===== src/rtl/adc_capture_pkg.sv =====
// Shared definitions for adc_serial_capture: FSM state encoding and the
// saturating offset-removal / scaling helper.
package adc_capture_pkg;

   localparam int unsigned StateW = 3;

   typedef enum logic [StateW-1:0] {
      StIdle,
      StTrack,
      StZeros,
      StRead,
      StHold
   } state_e;

   // Subtract offset from a raw sample, then clamp to [0, 2^out_bits-1]
   // after dropping bit_offset LSBs. Inputs are zero-extended to 32 bits.
   function automatic logic [31:0] sat_scale(input logic [31:0]  raw,
                                             input logic [31:0]  offset,
                                             input int unsigned  out_bits,
                                             input int unsigned  bit_offset);
      logic signed [32:0] diff;
      logic signed [32:0] limit;
      logic [31:0]        ones;
      diff  = $signed({1'b0, raw}) - $signed({1'b0, offset});
      limit = 33'sd1 <<< (out_bits + bit_offset);
      ones  = '1;
      if (diff[32]) begin
         return '0;
      end
      if (diff >= limit) begin
         return ones >> (32 - out_bits);
      end
      return 32'(diff >> bit_offset);
   endfunction

endpackage


===== src/rtl/adc_sclk_gen.sv =====
// SCLK timing for adc_serial_capture: half-period counter, toggle strobe,
// sample strobe (the toggle that drives SCLK 1->0) and completed-period count.
// Held cleared while en_i is low, so SCLK always starts low when enabled.
module adc_sclk_gen #(
   parameter int unsigned SCLK_HALF = 1,
   parameter int unsigned PERIOD_W  = 4
) (
   input  logic                clk,
   input  logic                reset,
   input  logic                en_i,
   input  logic                clr_i,
   output logic                toggle_o,
   output logic                sample_o,
   output logic [PERIOD_W-1:0] periods_o
);

   localparam int unsigned HalfW = (SCLK_HALF > 1) ? $clog2(SCLK_HALF) : 1;

   logic [HalfW-1:0]    half_q, half_d;
   logic                level_q, level_d;
   logic [PERIOD_W-1:0] per_q, per_d;

   assign toggle_o  = en_i && (half_q == HalfW'(SCLK_HALF - 1));
   assign sample_o  = toggle_o && level_q;
   assign periods_o = per_q;

   // Next-state for the half-period counter, SCLK level and period count
   always_comb begin
      half_d  = half_q;
      level_d = level_q;
      per_d   = per_q;
      if (!en_i) begin
         half_d  = '0;
         level_d = 1'b0;
         per_d   = '0;
      end else begin
         if (toggle_o) begin
            half_d  = '0;
            level_d = ~level_q;
         end else begin
            half_d = half_q + 1'b1;
         end
         if (clr_i) begin
            per_d = '0;
         end else if (sample_o) begin
            per_d = per_q + 1'b1;
         end
      end
   end

   // State registers
   always_ff @(posedge clk or posedge reset) begin
      if (reset) begin
         half_q  <= '0;
         level_q <= 1'b0;
         per_q   <= '0;
      end else begin
         half_q  <= half_d;
         level_q <= level_d;
         per_q   <= per_d;
      end
   end

endmodule


===== src/rtl/adc_serial_capture.sv =====
// Serial-ADC pixel capture engine: tracks, clocks out a zero-prefixed
// MSB-first sample, removes offset, saturates and hands the pixel downstream.
// Build option: define ADC_PIX_INVERT_EN to output the bitwise inverse of
// the scaled code (dark-is-high sensors).
module adc_serial_capture
   import adc_capture_pkg::*;
#(
   parameter int unsigned ADC_BITS   = 12,
   parameter int unsigned ZERO_CLKS  = 3,
   parameter int unsigned OUT_BITS   = 8,
   parameter int unsigned BIT_OFFSET = 1,
   parameter int unsigned SCLK_HALF  = 1,
   parameter int unsigned TRACK_BITS = 8,
   parameter int unsigned IDX_BITS   = 7
) (
   input  logic                  clk,
   input  logic                  reset,
   input  logic                  capture_start,
   input  logic [TRACK_BITS-1:0] track_counts,
   input  logic [ADC_BITS-1:0]   val_offset,
   input  logic                  line_start,
   input  logic                  sdata,
   output logic                  sclk,
   output logic                  cs_n,
   output logic                  capture_done,
   output logic                  pix_valid,
   input  logic                  pix_ready,
   output logic [OUT_BITS-1:0]   pix_data,
   output logic [IDX_BITS-1:0]   pix_index,
   output logic                  overrun
);

   localparam int unsigned MaxPer = (ZERO_CLKS > ADC_BITS) ? ZERO_CLKS : ADC_BITS;
   localparam int unsigned PerW   = $clog2(MaxPer + 1);

   if (OUT_BITS + BIT_OFFSET > ADC_BITS) begin : g_bad_width
      $error("OUT_BITS + BIT_OFFSET must not exceed ADC_BITS");
   end
   if (SCLK_HALF < 1) begin : g_bad_half
      $error("SCLK_HALF must be at least 1");
   end

   state_e                state_q, state_d;
   logic                  req_q;
   logic                  pend_q, pend_d;
   logic                  ovr_q, ovr_d;
   logic                  line_flag_q, line_flag_d;
   logic [TRACK_BITS-1:0] track_cnt_q, track_cnt_d;
   logic [ADC_BITS-2:0]   shift_q, shift_d;
   logic                  sclk_q, sclk_d;
   logic                  cs_n_q, cs_n_d;
   logic                  done_q, done_d;
   logic                  valid_q, valid_d;
   logic [OUT_BITS-1:0]   data_q, data_d;
   logic [IDX_BITS-1:0]   index_q, index_d;

   logic                  gen_en, gen_clr, gen_toggle, gen_sample;
   logic [PerW-1:0]       gen_periods;
   logic                  consume;
   logic [ADC_BITS-1:0]   raw;
   logic [OUT_BITS-1:0]   code, pix_code;
   logic [TRACK_BITS-1:0] track_load;

   assign gen_en     = (state_q == StZeros) || (state_q == StRead);
   // Current sdata completes the word on the final sample edge
   assign raw        = {shift_q, sdata};
   assign code       = OUT_BITS'(sat_scale(32'(raw), 32'(val_offset), OUT_BITS, BIT_OFFSET));
   assign track_load = (track_counts == '0) ? '0 : track_counts - 1'b1;

`ifdef ADC_PIX_INVERT_EN
   assign pix_code = ~code;
`else
   assign pix_code = code;
`endif

   adc_sclk_gen #(
      .SCLK_HALF (SCLK_HALF),
      .PERIOD_W  (PerW)
   ) u_sclk_gen (
      .clk       (clk),
      .reset     (reset),
      .en_i      (gen_en),
      .clr_i     (gen_clr),
      .toggle_o  (gen_toggle),
      .sample_o  (gen_sample),
      .periods_o (gen_periods)
   );

   // FSM next-state, conversion datapath and request bookkeeping
   always_comb begin
      state_d     = state_q;
      pend_d      = pend_q;
      ovr_d       = ovr_q;
      line_flag_d = line_flag_q;
      track_cnt_d = track_cnt_q;
      shift_d     = shift_q;
      sclk_d      = sclk_q;
      cs_n_d      = cs_n_q;
      done_d      = 1'b0;
      valid_d     = valid_q;
      data_d      = data_q;
      index_d     = index_q;
      gen_clr     = 1'b0;
      consume     = 1'b0;

      unique case (state_q)
         StIdle: begin
            if (req_q || pend_q) begin
               state_d     = StTrack;
               track_cnt_d = track_load;
               consume     = 1'b1;
            end
         end
         StTrack: begin
            if (track_cnt_q == '0) begin
               state_d = StZeros;
               sclk_d  = 1'b0;
               cs_n_d  = 1'b0;
               done_d  = 1'b1;
            end else begin
               track_cnt_d = track_cnt_q - 1'b1;
            end
         end
         StZeros: begin
            if (gen_toggle) begin
               sclk_d = ~sclk_q;
            end
            if (gen_sample && (gen_periods == PerW'(ZERO_CLKS - 1))) begin
               state_d = StRead;
               gen_clr = 1'b1;
            end
         end
         StRead: begin
            if (gen_toggle) begin
               sclk_d = ~sclk_q;
            end
            if (gen_sample) begin
               shift_d = raw[ADC_BITS-2:0];
               if (gen_periods == PerW'(ADC_BITS - 1)) begin
                  state_d     = StHold;
                  sclk_d      = 1'b1;
                  cs_n_d      = 1'b1;
                  valid_d     = 1'b1;
                  data_d      = pix_code;
                  index_d     = line_flag_q ? '0 :
                                (index_q == {IDX_BITS{1'b1}}) ? index_q : index_q + 1'b1;
                  line_flag_d = 1'b0;
               end
            end
         end
         StHold: begin
            if (pix_ready) begin
               valid_d = 1'b0;
               if (pend_q) begin
                  state_d     = StTrack;
                  track_cnt_d = track_load;
                  consume     = 1'b1;
               end else begin
                  state_d = StIdle;
               end
            end
         end
         default: state_d = StIdle;
      endcase

      if (line_start) begin
         line_flag_d = 1'b1;
         ovr_d       = 1'b0;
      end

      if (consume) begin
         pend_d = 1'b0;
      end
      // A request arriving as the pending one is consumed takes its place
      if (req_q && (state_q != StIdle)) begin
         if (pend_q && !consume) begin
            ovr_d = 1'b1;
         end else begin
            pend_d = 1'b1;
         end
      end
   end

   // State and output registers
   always_ff @(posedge clk or posedge reset) begin
      if (reset) begin
         state_q     <= StIdle;
         req_q       <= 1'b0;
         pend_q      <= 1'b0;
         ovr_q       <= 1'b0;
         // First pixel after reset starts a fresh line
         line_flag_q <= 1'b1;
         track_cnt_q <= '0;
         shift_q     <= '0;
         sclk_q      <= 1'b1;
         cs_n_q      <= 1'b1;
         done_q      <= 1'b0;
         valid_q     <= 1'b0;
         data_q      <= '0;
         index_q     <= '0;
      end else begin
         state_q     <= state_d;
         req_q       <= capture_start;
         pend_q      <= pend_d;
         ovr_q       <= ovr_d;
         line_flag_q <= line_flag_d;
         track_cnt_q <= track_cnt_d;
         shift_q     <= shift_d;
         sclk_q      <= sclk_d;
         cs_n_q      <= cs_n_d;
         done_q      <= done_d;
         valid_q     <= valid_d;
         data_q      <= data_d;
         index_q     <= index_d;
      end
   end

   assign sclk         = sclk_q;
   assign cs_n         = cs_n_q;
   assign capture_done = done_q;
   assign pix_valid    = valid_q;
   assign pix_data     = data_q;
   assign pix_index    = index_q;
   assign overrun      = ovr_q;

endmodule


===== config.mk =====
export PLATFORM = sky130hd
export DESIGN_NAME = adc_serial_capture
export DESIGN_NICKNAME = d
export VERILOG_FILES = /design/src/rtl/adc_capture_pkg.sv /design/src/rtl/adc_sclk_gen.sv /design/src/rtl/adc_serial_capture.sv
export SDC_FILE = /design/constraint.sdc
export NUM_CORES = 1
export LEC_CHECK = 0
export ABC_CLOCK_PERIOD_IN_PS = 4540
export BUFFER_PORTS_ARGS = -buffer_cell sky130_fd_sc_hd__buf_4
export CELL_PAD_IN_SITES_DETAIL_PLACEMENT = 1
export CELL_PAD_IN_SITES_GLOBAL_PLACEMENT = 2
export CORE_MARGIN = 5
export CORE_UTILIZATION = 38
export CTS_CLUSTER_SIZE = 40
export DETAILED_ROUTE_END_ITERATION = 6
export PLACE_DENSITY = 0.88
export SLEW_MARGIN = 20
export SYNTH_ARGS = -nofsm -noshare
export SYNTH_HDL_FRONTEND = slang
export SYNTH_SLANG_ARGS = --single-unit

===== constraint.sdc =====
create_clock -name clk -period 4.54 [get_ports clk]
set_clock_uncertainty 0.05 [all_clocks]
set_input_delay 1.135 -clock clk [delete_from_list [all_inputs] [get_ports clk]]
set_output_delay 1.135 -clock clk [all_outputs]
set_load 0.01 [all_outputs]

; After elaboration in Yosys (flattened, before gate mapping)
; Index checks and enable logic that the tools add are counted.
[totals]
register_bits = 51
latch_bits = 0
ramBits = 0
romBits = 0
input_bits = 26
out_inout_bits = 20
elab_cells = 130
memories = 0
[classes]
n_addsub = 6
mul = 0
div = 0
order_cmp = 1
eq_ne = 18
shifts = 0
mux = 58
bitwise = 3
n_reduce_logical = 28
[op_table]
columns = cell, count
row1 = 8-bit two-way mux, 9
row2 = 1-bit two-way mux, 32
row3 = 8-bit one-hot mux with 3 select lines, 1
row4 = 3-bit two-way mux, 6
row5 = 8-bit logical NOT, 2
row6 = 2-bit inequality test (second input constant), 8
row7 = 8-bit by 1-bit subtractor with 8-bit output (second input constant), 2
row8 = 3-bit one-hot mux with 5 select lines, 1
row9 = 7-bit two-way mux, 2
row10 = 13-bit by 11-bit >= comparator with 1-bit output (second input constant), 1
row11 = 12-bit by 12-bit subtractor with 13-bit output, 1
row12 = 4-bit two-way mux, 3
row13 = 4-bit AND reduction, 3
row14 = 2-bit nonzero test, 5
row15 = 3-bit nonzero test, 3
row16 = 7-bit by 1-bit adder with 7-bit output (second input constant), 1
row17 = 7-bit equality test (second input constant), 1
row18 = 3-bit by 2-bit equality test with 1-bit output (second input constant), 2
row19 = 1-bit one-hot mux with 2 select lines, 3
row20 = 3-bit AND reduction, 2
row21 = 6-bit AND reduction, 1
row22 = 1-bit logical AND, 5
row23 = 5-bit AND reduction, 1
row24 = 4-bit by 1-bit adder with 4-bit output (second input constant), 1
row25 = other kinds (13), 18

; Logic depth before layout (Yosys ltp)
; Gate-level depths: netlist of the first run.
[depth]
word_depth = 9
ltp_mapped = 10
depth_no_buf = 10

; Hierarchy
; From an unflattened synthesis of the first run, not the netlist that was laid out.
[unflattened]
cells_unflattened = 328
hier_area_um2 = 3241.9
[by_module_without_submodules]
columns = module, n_inst, cells_per_inst, area_per_inst_um2, seq_area_each_um2
row1 = adc_serial_capture, 1, 300, 2947.8, 1129.8
row2 = adc_sclk_gen, 1, 28, 294.0, 150.1

; Least setup slack after synthesis of the first run
; OpenSTA, ideal clock, no wires.
[synth_timing]
kind = in2reg
startpoint = in sdata
endpoint = reg data_q[0] (netlist: pix_data[0])
arrival_time_ps = 2907
t_required_ps = 4330
setup_slack_ps = 1423
path_stages = 10
path_cell_list = inv_1 ha_1 fa_1 and2b_1 o2111ai_1 nand2_1 a31oi_1 xnor2_1 nor4_4 a211oi_1
[synth_between]
elab_chain_len = 6
elab_cells_between_ends = 8
cone_classes = add/sub: 1 / order compare: 1 / mux: 6
[synth_rtl]
columns = element, line_no
row1 = from (decl), adc_serial_capture.sv:22  ; input logic sdata,
row2 = 12-bit by 12-bit subtractor with 13-bit output *, adc_capture_pkg.sv:24  ; diff = $signed({1'b0, raw}) - $signed({1'b0, offset});
row3 = 13-bit by 11-bit >= comparator with 1-bit output, adc_capture_pkg.sv:30  ; if (diff >= limit) begin
row4 = 1-bit two-way mux (2 in a row), adc_capture_pkg.sv:30
row5 = 8-bit two-way mux, adc_capture_pkg.sv:33  ; return 32'(diff >> bit_offset);
row6 = 8-bit two-way mux *, adc_capture_pkg.sv:30
row7 = to (signal assigned), adc_serial_capture.sv:213  ; data_q <= data_d;
row8 = to (decl), adc_serial_capture.sv:54  ; logic [OUT_BITS-1:0] data_q, data_d;
; Every way passes the cells marked *; elsewhere a longest branch is shown, timed or not. The select of a mux whose other input is x is not followed.
; A chain may end at the register's enable or synchronous reset.

; Worst setup path in the final report of the first run
; Same ends and word-level chain as after synthesis.

==> impl_metrics.ini, run 1 <==
[run_status]
status = finished, final reports clean

[synthesis]
postSynthCellCount = 313
async_flop_share_pct = 100
syn_area_sq_um = 3030
synth_seq_area_share_pct = 42.3
synth.distinct_cells = 53
synth_edf_count = 0
synth_ff_type = dfrtp_1
synth.avg_cell_area_sq_um = 9.67
synth-seq-cells = 51
synth_fp_nets = 358
yosys_warnings = 0

[power]
p_leak_nw = 1.73
p_per_area_nw_per_um2 = 420
max-vdd-ir-drop_v = 0.000167

[timing]
finalCritPeriodShare_pct = 70.5
min_period_ns = 3.20
hold_violations = 0
max_slew_margin_pct = 33.5
slew_viol_final = 0
fmax_ghz = 0.313
fin_setup_tns_ns = 0
rsz0062_at_grt = false
setup_viol = 0
worst_pin_slew_ns = 0.996

[routing]
dr_wl_met2_um = 3570
vias = 2401
avgRoutedWirePerCell_um = 15.5
drt_iter0_drc = 42
ant_nets = 0
dr_wl_met3_um = 222
drt-met1-wl_um = 3240
finalWirelength_um = 7100
highest_layer = met4
drc = 0
drtPass1Iterations = 4
vias_per_cell = 5.23

[floorplanning]
io_pins = 46
coreArea_sq_um = 7730
die_w_um = 99.2
rows = 32
fp.dieH_um = 99.2
initial_utilization_pct = 39.2
fp.dieArea_sq_um = 9850

[setup_path]
cp.arrival_ns = 3.29
reg2regPathDepth = 6
cp_data_required_time_ns = 4.64
path_buf_inv = 2
critPathKind = input port to flop
crit_path_end_kind = flop
cp_slowest_cell = a2111oi_2
cp_top_family = compound AO/OA/AOI/OAI gates
path_cells = buf_4 > inv_1 > ha_1 > fa_1 > and2b_1 > o2111ai_1 > nand2_1 > a31oi_1 > nor2_1 > a2111oi_2 > a211oi_1
worst-path-max-fanout = 8
startpoint_type = input port
slowest_delay_ns = 0.65
cp_num_cells = 11

[cells_and_area]
layout-drive-gt1-share_pct = 22.4
area_growth_pct = 18.4
n_antenna_cell = 0
final_common_cell = dfrtp_1
stdcell_area_sq_um = 3580
final_cell_mix = dfrtp_1, buf_4, nor2_1
fin_nets = 401

[job]
maxCapViolCount = 0

[clock_tree]
cts_sinks = 51
cts_root_buffer = clkbuf_8
tritoncts = yes
post_cts_buffers = 0
ctsResizeCount = 0
cts_buffers = 5
cts_hold_buf = 0
cts_buffer_depth = 2
clkLatencyLatePin_ns = 0.30
h-tree-depth = 2
clk_pin_slew_ns = 0.10

[placed_design]
gp_congestion = 0.761
dp_hpwl_um = 5560
io_buffer_count = 45
dpl_cell_area_sq_um = 3440

[worst_hold_path]
min_path_cells = 2
hold_path_class = flop to flop

[global_routing]
overflow = 0
antenna_found_initial = 0
track_usage_pct = 15.1
grt_pass1_vias = 2641
grt_pass1_wl_um = 12300
grt_max_degree = 52
metal layers:
layer  track usage [%]  vias to the layer above
met5                 0                        -
met4              3.68                        0
met3              2.73                        4
met2              26.7                       33
met1              19.0                     1180
li1                  -                     1184
Yosys cell counts (2+ instances only):
cell type / number / area, sq um
dfstp_2: 3 / 78.8
a21o_1: 4 / 30.0
nand2b_1: 4 / 25.0
and2b_1: 3 / 22.5
o22ai_1: 4 / 25.0
o21ai_0: 24 / 120
and3_1: 4 / 25.0
o31ai_1: 2 / 15.0
dfrtp_1: 48 / 1200
ha_1: 18 / 225
nor2_1: 26 / 97.6
nand3_1: 9 / 45.0
nand3b_1: 2 / 15.0
nand4_1: 5 / 31.3
nor2b_1: 3 / 18.8
a21o_2: 2 / 17.5
nand2_1: 23 / 86.3
a21oi_1: 12 / 60.1
nor3_1: 6 / 30.0
clkbuf_1: 2 / 7.51
inv_1: 25 / 93.8
buf_2: 5 / 25.0
a22o_1: 6 / 52.6
xnor2_1: 11 / 96.3
a21oi_2: 2 / 17.5
o2111ai_1: 2 / 17.5
a31oi_1: 3 / 18.8
a211oi_1: 10 / 75.1
mux2_2: 11 / 124
xor2_1: 11 / 96.3
state kept, by name, summed over array words and instances, names as in the netlist, 3 cells and up:
name and flops:
shift_q 11, pix_data 8, track_cnt_q 8, pix_index 7, u_sclk_gen.periods_o 4, state_q 3
final cells by class:
type                            count  area [sq um]
Fill cell                         892          4150
Inverter                           25          95.1
Timing Repair Buffer               45           338
Clock inverter                      3          67.6
Sequential cell                    51          1280
Clock buffer                        5          68.8
Tap cell                          102           128
Multi-Input combinational cell    228          1610
power by group:
part | internal [mW] | switching (mW)
logic | 0.215 | 0.289
clock network | 0.220 | 0.158
registers | 0.535 | 0.0882
total | 0.971 | 0.535
final timing paths:
check                                start        endpoint  slack (ns)
worst min register to register        cs_n            cs_n        0.45
min in group asynchronous            reset      shift_q[6]        0.93
max in group asynchronous            reset     shift_q[10]        2.97
worst min-delay path                  cs_n            cs_n        0.45
worst max-delay path                 sdata     pix_data[0]        1.34
worst max register to register  state_q[1]  track_cnt_q[3]        1.88
logic make-up (layout without fill, tap and decap cells):
logic type	count (synthesis)	after routing	share of synthesized area, %
buf+inv	34	78	4.67
simple gates	96	96	16.9
fa+ha+maj	19	19	8.10
mux	11	11	4.09
flops	51	51	42.3
other cells	1	1	0.124
compound gates	79	79	17.5
xor+xnor	22	22	6.37
metrics by stage:
| step | cells | total power [mW] | hold WS, ns | utilization [%] | setup WS (ns) |
|---|---|---|---|---|---|
| after detailed placement | 451 | 1.14 | 0.437 | 44.6 | 0.995 |
| after global routing | 459 | 1.62 | 0.461 | 46.4 | 1.06 |
| after global placement | 451 | 1.11 | 0.433 | 44.6 | 1.14 |
| after CTS | 459 | 1.53 | 0.453 | 46.3 | 1.33 |
| final | 459 | 1.51 | 0.447 | 46.4 | 1.34 |
| after floorplan | 313 | 0.988 | 0.417 | - | 1.42 |
tightest hold or removal path, cell delays in order (launching register included):
cell     delay [ns]
dfstp_2        0.38
inv_1          0.04
o21ai_0        0.07
Power figures use the tool's default switching activity.
==> inputs of run 2 (changes only) <==
ABC_AREA = 1   (was not set)
ABC_CLOCK_PERIOD_IN_PS = 2900   (was 4540)
CORE_UTILIZATION = 30   (was 38)
PLACE_DENSITY = 0.81   (was 0.88)
clock period = 2.9 ns   (was 4.54 ns; I/O delays follow)
==> run 2 against run 1 <==
Compared with the run above:
- total power up 71%
- via count rose by 20%
- routed wire length is 12% higher
- hold slack worse by 0.019 ns
- clock power up 10%
- register-to-register slack got worse by 1.1 ns
- sequential power is 55% higher
- non-clock buffer count increased by 2
- utilization decreased by 10 points
- largest power group is now combinational logic
==> impl_metrics.ini, run 2 <==
[floorplanning]
rows = 38
initial_utilization_pct = 30.4
die_w_um = 115
coreArea_sq_um = 10800
fp.dieH_um = 115
io_pins = 46
fp.dieArea_sq_um = 13100

[clock_tree]
tritoncts = yes
cts_buffer_depth = 2
cts_hold_buf = 0
cts_sinks = 51
cts_root_buffer = clkbuf_8
ctsResizeCount = 0
clkLatencyLatePin_ns = 0.31
cts_buffers = 5
post_cts_buffers = 0
h-tree-depth = 2
clk_pin_slew_ns = 0.10

[setup_path]
cp.arrival_ns = 2.43
startpoint_type = input port
critPathKind = input port to flop
cp_data_required_time_ns = 3.06
crit_path_end_kind = flop
r2r_setup_slack_ns = 0.79
worst-path-max-fanout = 7

[synthesis]
synth_edf_count = 0
synth-seq-cells = 51
synth.avg_cell_area_sq_um = 7.31
synth.most_common_cell = nand2_1
async_flop_share_pct = 100
yosys_warnings = 0
yosys.area.top_type_share_pct = 36.6
synth_seq_area_share_pct = 39.0
syn_area_sq_um = 3280
synthTopCellsByArea = dfrtp_1, nand2_1, inv_1
postSynthCellCount = 449
synth_fp_nets = 494
ys_top_cells_by_count = nand2_1, inv_1, dfrtp_1, nor2_1, o21ai_0
synth.distinct_cells = 36
synth_ff_type = dfrtp_1
synth_top_area_cell = dfrtp_1

[routing]
vias = 2874
ant_nets = 0
finalWirelength_um = 7970
drt_iter0_drc = 97
avgRoutedWirePerCell_um = 12.5
drc = 0
drtPass1Iterations = 4
vias_per_cell = 4.49

[timing]
fmax_ghz = 0.439
min_period_ns = 2.28
setup_viol = 0
rsz0062_at_grt = false
max_slew_margin_pct = 59.9
worst_pin_slew_ns = 0.600
slew_viol_final = 0
fin_setup_tns_ns = 0
finalCritPeriodShare_pct = 78.5
hold_violations = 0

[cells_and_area]
fin_nets = 544
area_growth_pct = 18.4
stdcell_area_sq_um = 3880
layout-drive-gt1-share_pct = 15.4
n_antenna_cell = 0
final_common_cell = nand2_1
largest_register_ffs = 11
largest_register = shift_q
final_util_pct = 36.0
final_cell_mix = nand2_1, inv_1, dfrtp_1

[placed_design]
dpl_cell_area_sq_um = 3800
gp_congestion = 0.760
io_buffer_count = 45
dp_hpwl_um = 6560

[global_routing]
grt_pass1_vias = 2986
track_usage_pct = 12.9
grt_pass1_wl_um = 14000
overflow = 0
antenna_found_initial = 0
grt_max_degree = 27

[power]
p_leak_nw = 2.05
max-vdd-ir-drop_v = 0.000235
p_per_area_nw_per_um2 = 663

[job]
maxCapViolCount = 0

[run_status]
status = finished, final reports clean

[worst_hold_path]
hold_path_class = input port to asynchronous set/reset pin
[run 2: changes by cell type in the layout (fill, tap and decap cells not counted), moves of 7 or more]
cell,change
inv_1,+52
a21oi_1,+7
nor2_1,+10
nand2_1,+108
a211oi_1,-9
mux2_2,-11
nand3_1,+12
[run 2: worst paths after layout]
check	cells past startpoint	start	endpoint
hold / removal	2	reset	pix_index[1]
min in group clk	2	pix_data[0]	pix_data[0]
max in group asynchronous	3	reset	track_cnt_q[0]
hold reg to reg	2	pix_data[0]	pix_data[0]
setup / recovery	12	val_offset[0]	pix_data[1]
setup reg to reg	12	shift_q[4]	pix_data[1]
[run 2: cell type report]
type                    instances  area [sq um]
well taps                     140           175
fillers                      1361          6910
flip-flops and latches         51          1280
clock buffers                   6          72.6
repair buffers                 47           365
inverters                      80           300
clock inverters                 2          12.5
multi-input cells             314          1680
[run 2: metrics by stage]
step	cells	power (mW)	setup WS, ns	hold slack, ns
finish	640	2.57	0.624	0.428
global route	640	2.84	0.432	0.440
CTS	640	2.62	0.615	0.445
detailed placement	632	2.19	0.282	0.418
global placement	632	2.15	0.333	0.417
floorplan	449	1.86	0.619	0.396
[run 2: cell families after synthesis]
| family | share of synthesized area (%) |
|---|---|
| compound gates | 10.7 |
| simple gates | 29.1 |
| fa+ha+maj | 7.48 |
| xor+xnor | 3.74 |
| buf+inv | 9.84 |
| other cells | 0.114 |
| flops | 39.0 |
[run 2: worst max-delay path, stage by stage]
cell and delay [ns]:
buf_4 0.11, ha_1 0.22, fa_1 0.42, nand3b_1 0.22
nand4_1 0.10, nand2_1 0.06, nor2_1 0.13, nand2_1 0.07
nand2_1 0.18, nand2_1 0.08, nand2_1 0.07, nand2_1 0.05
[run 2: layer usage]
layer | track usage, % | part of all wire [%] | vias to the layer above
li1 | - | - | 1514
met4 | 2.85 | 1.0 | 0
met3 | 2.11 | 2.8 | 6
met5 | 0 | 0 | -
met1 | 17.7 | 50 | 1316
met2 | 21.3 | 46 | 38
[run 2: power by group]
part	internal, mW	total (mW)	switching [mW]
combinational	0.429	1.19	0.763
clock	0.169	0.416	0.246
sequential	0.865	0.967	0.103
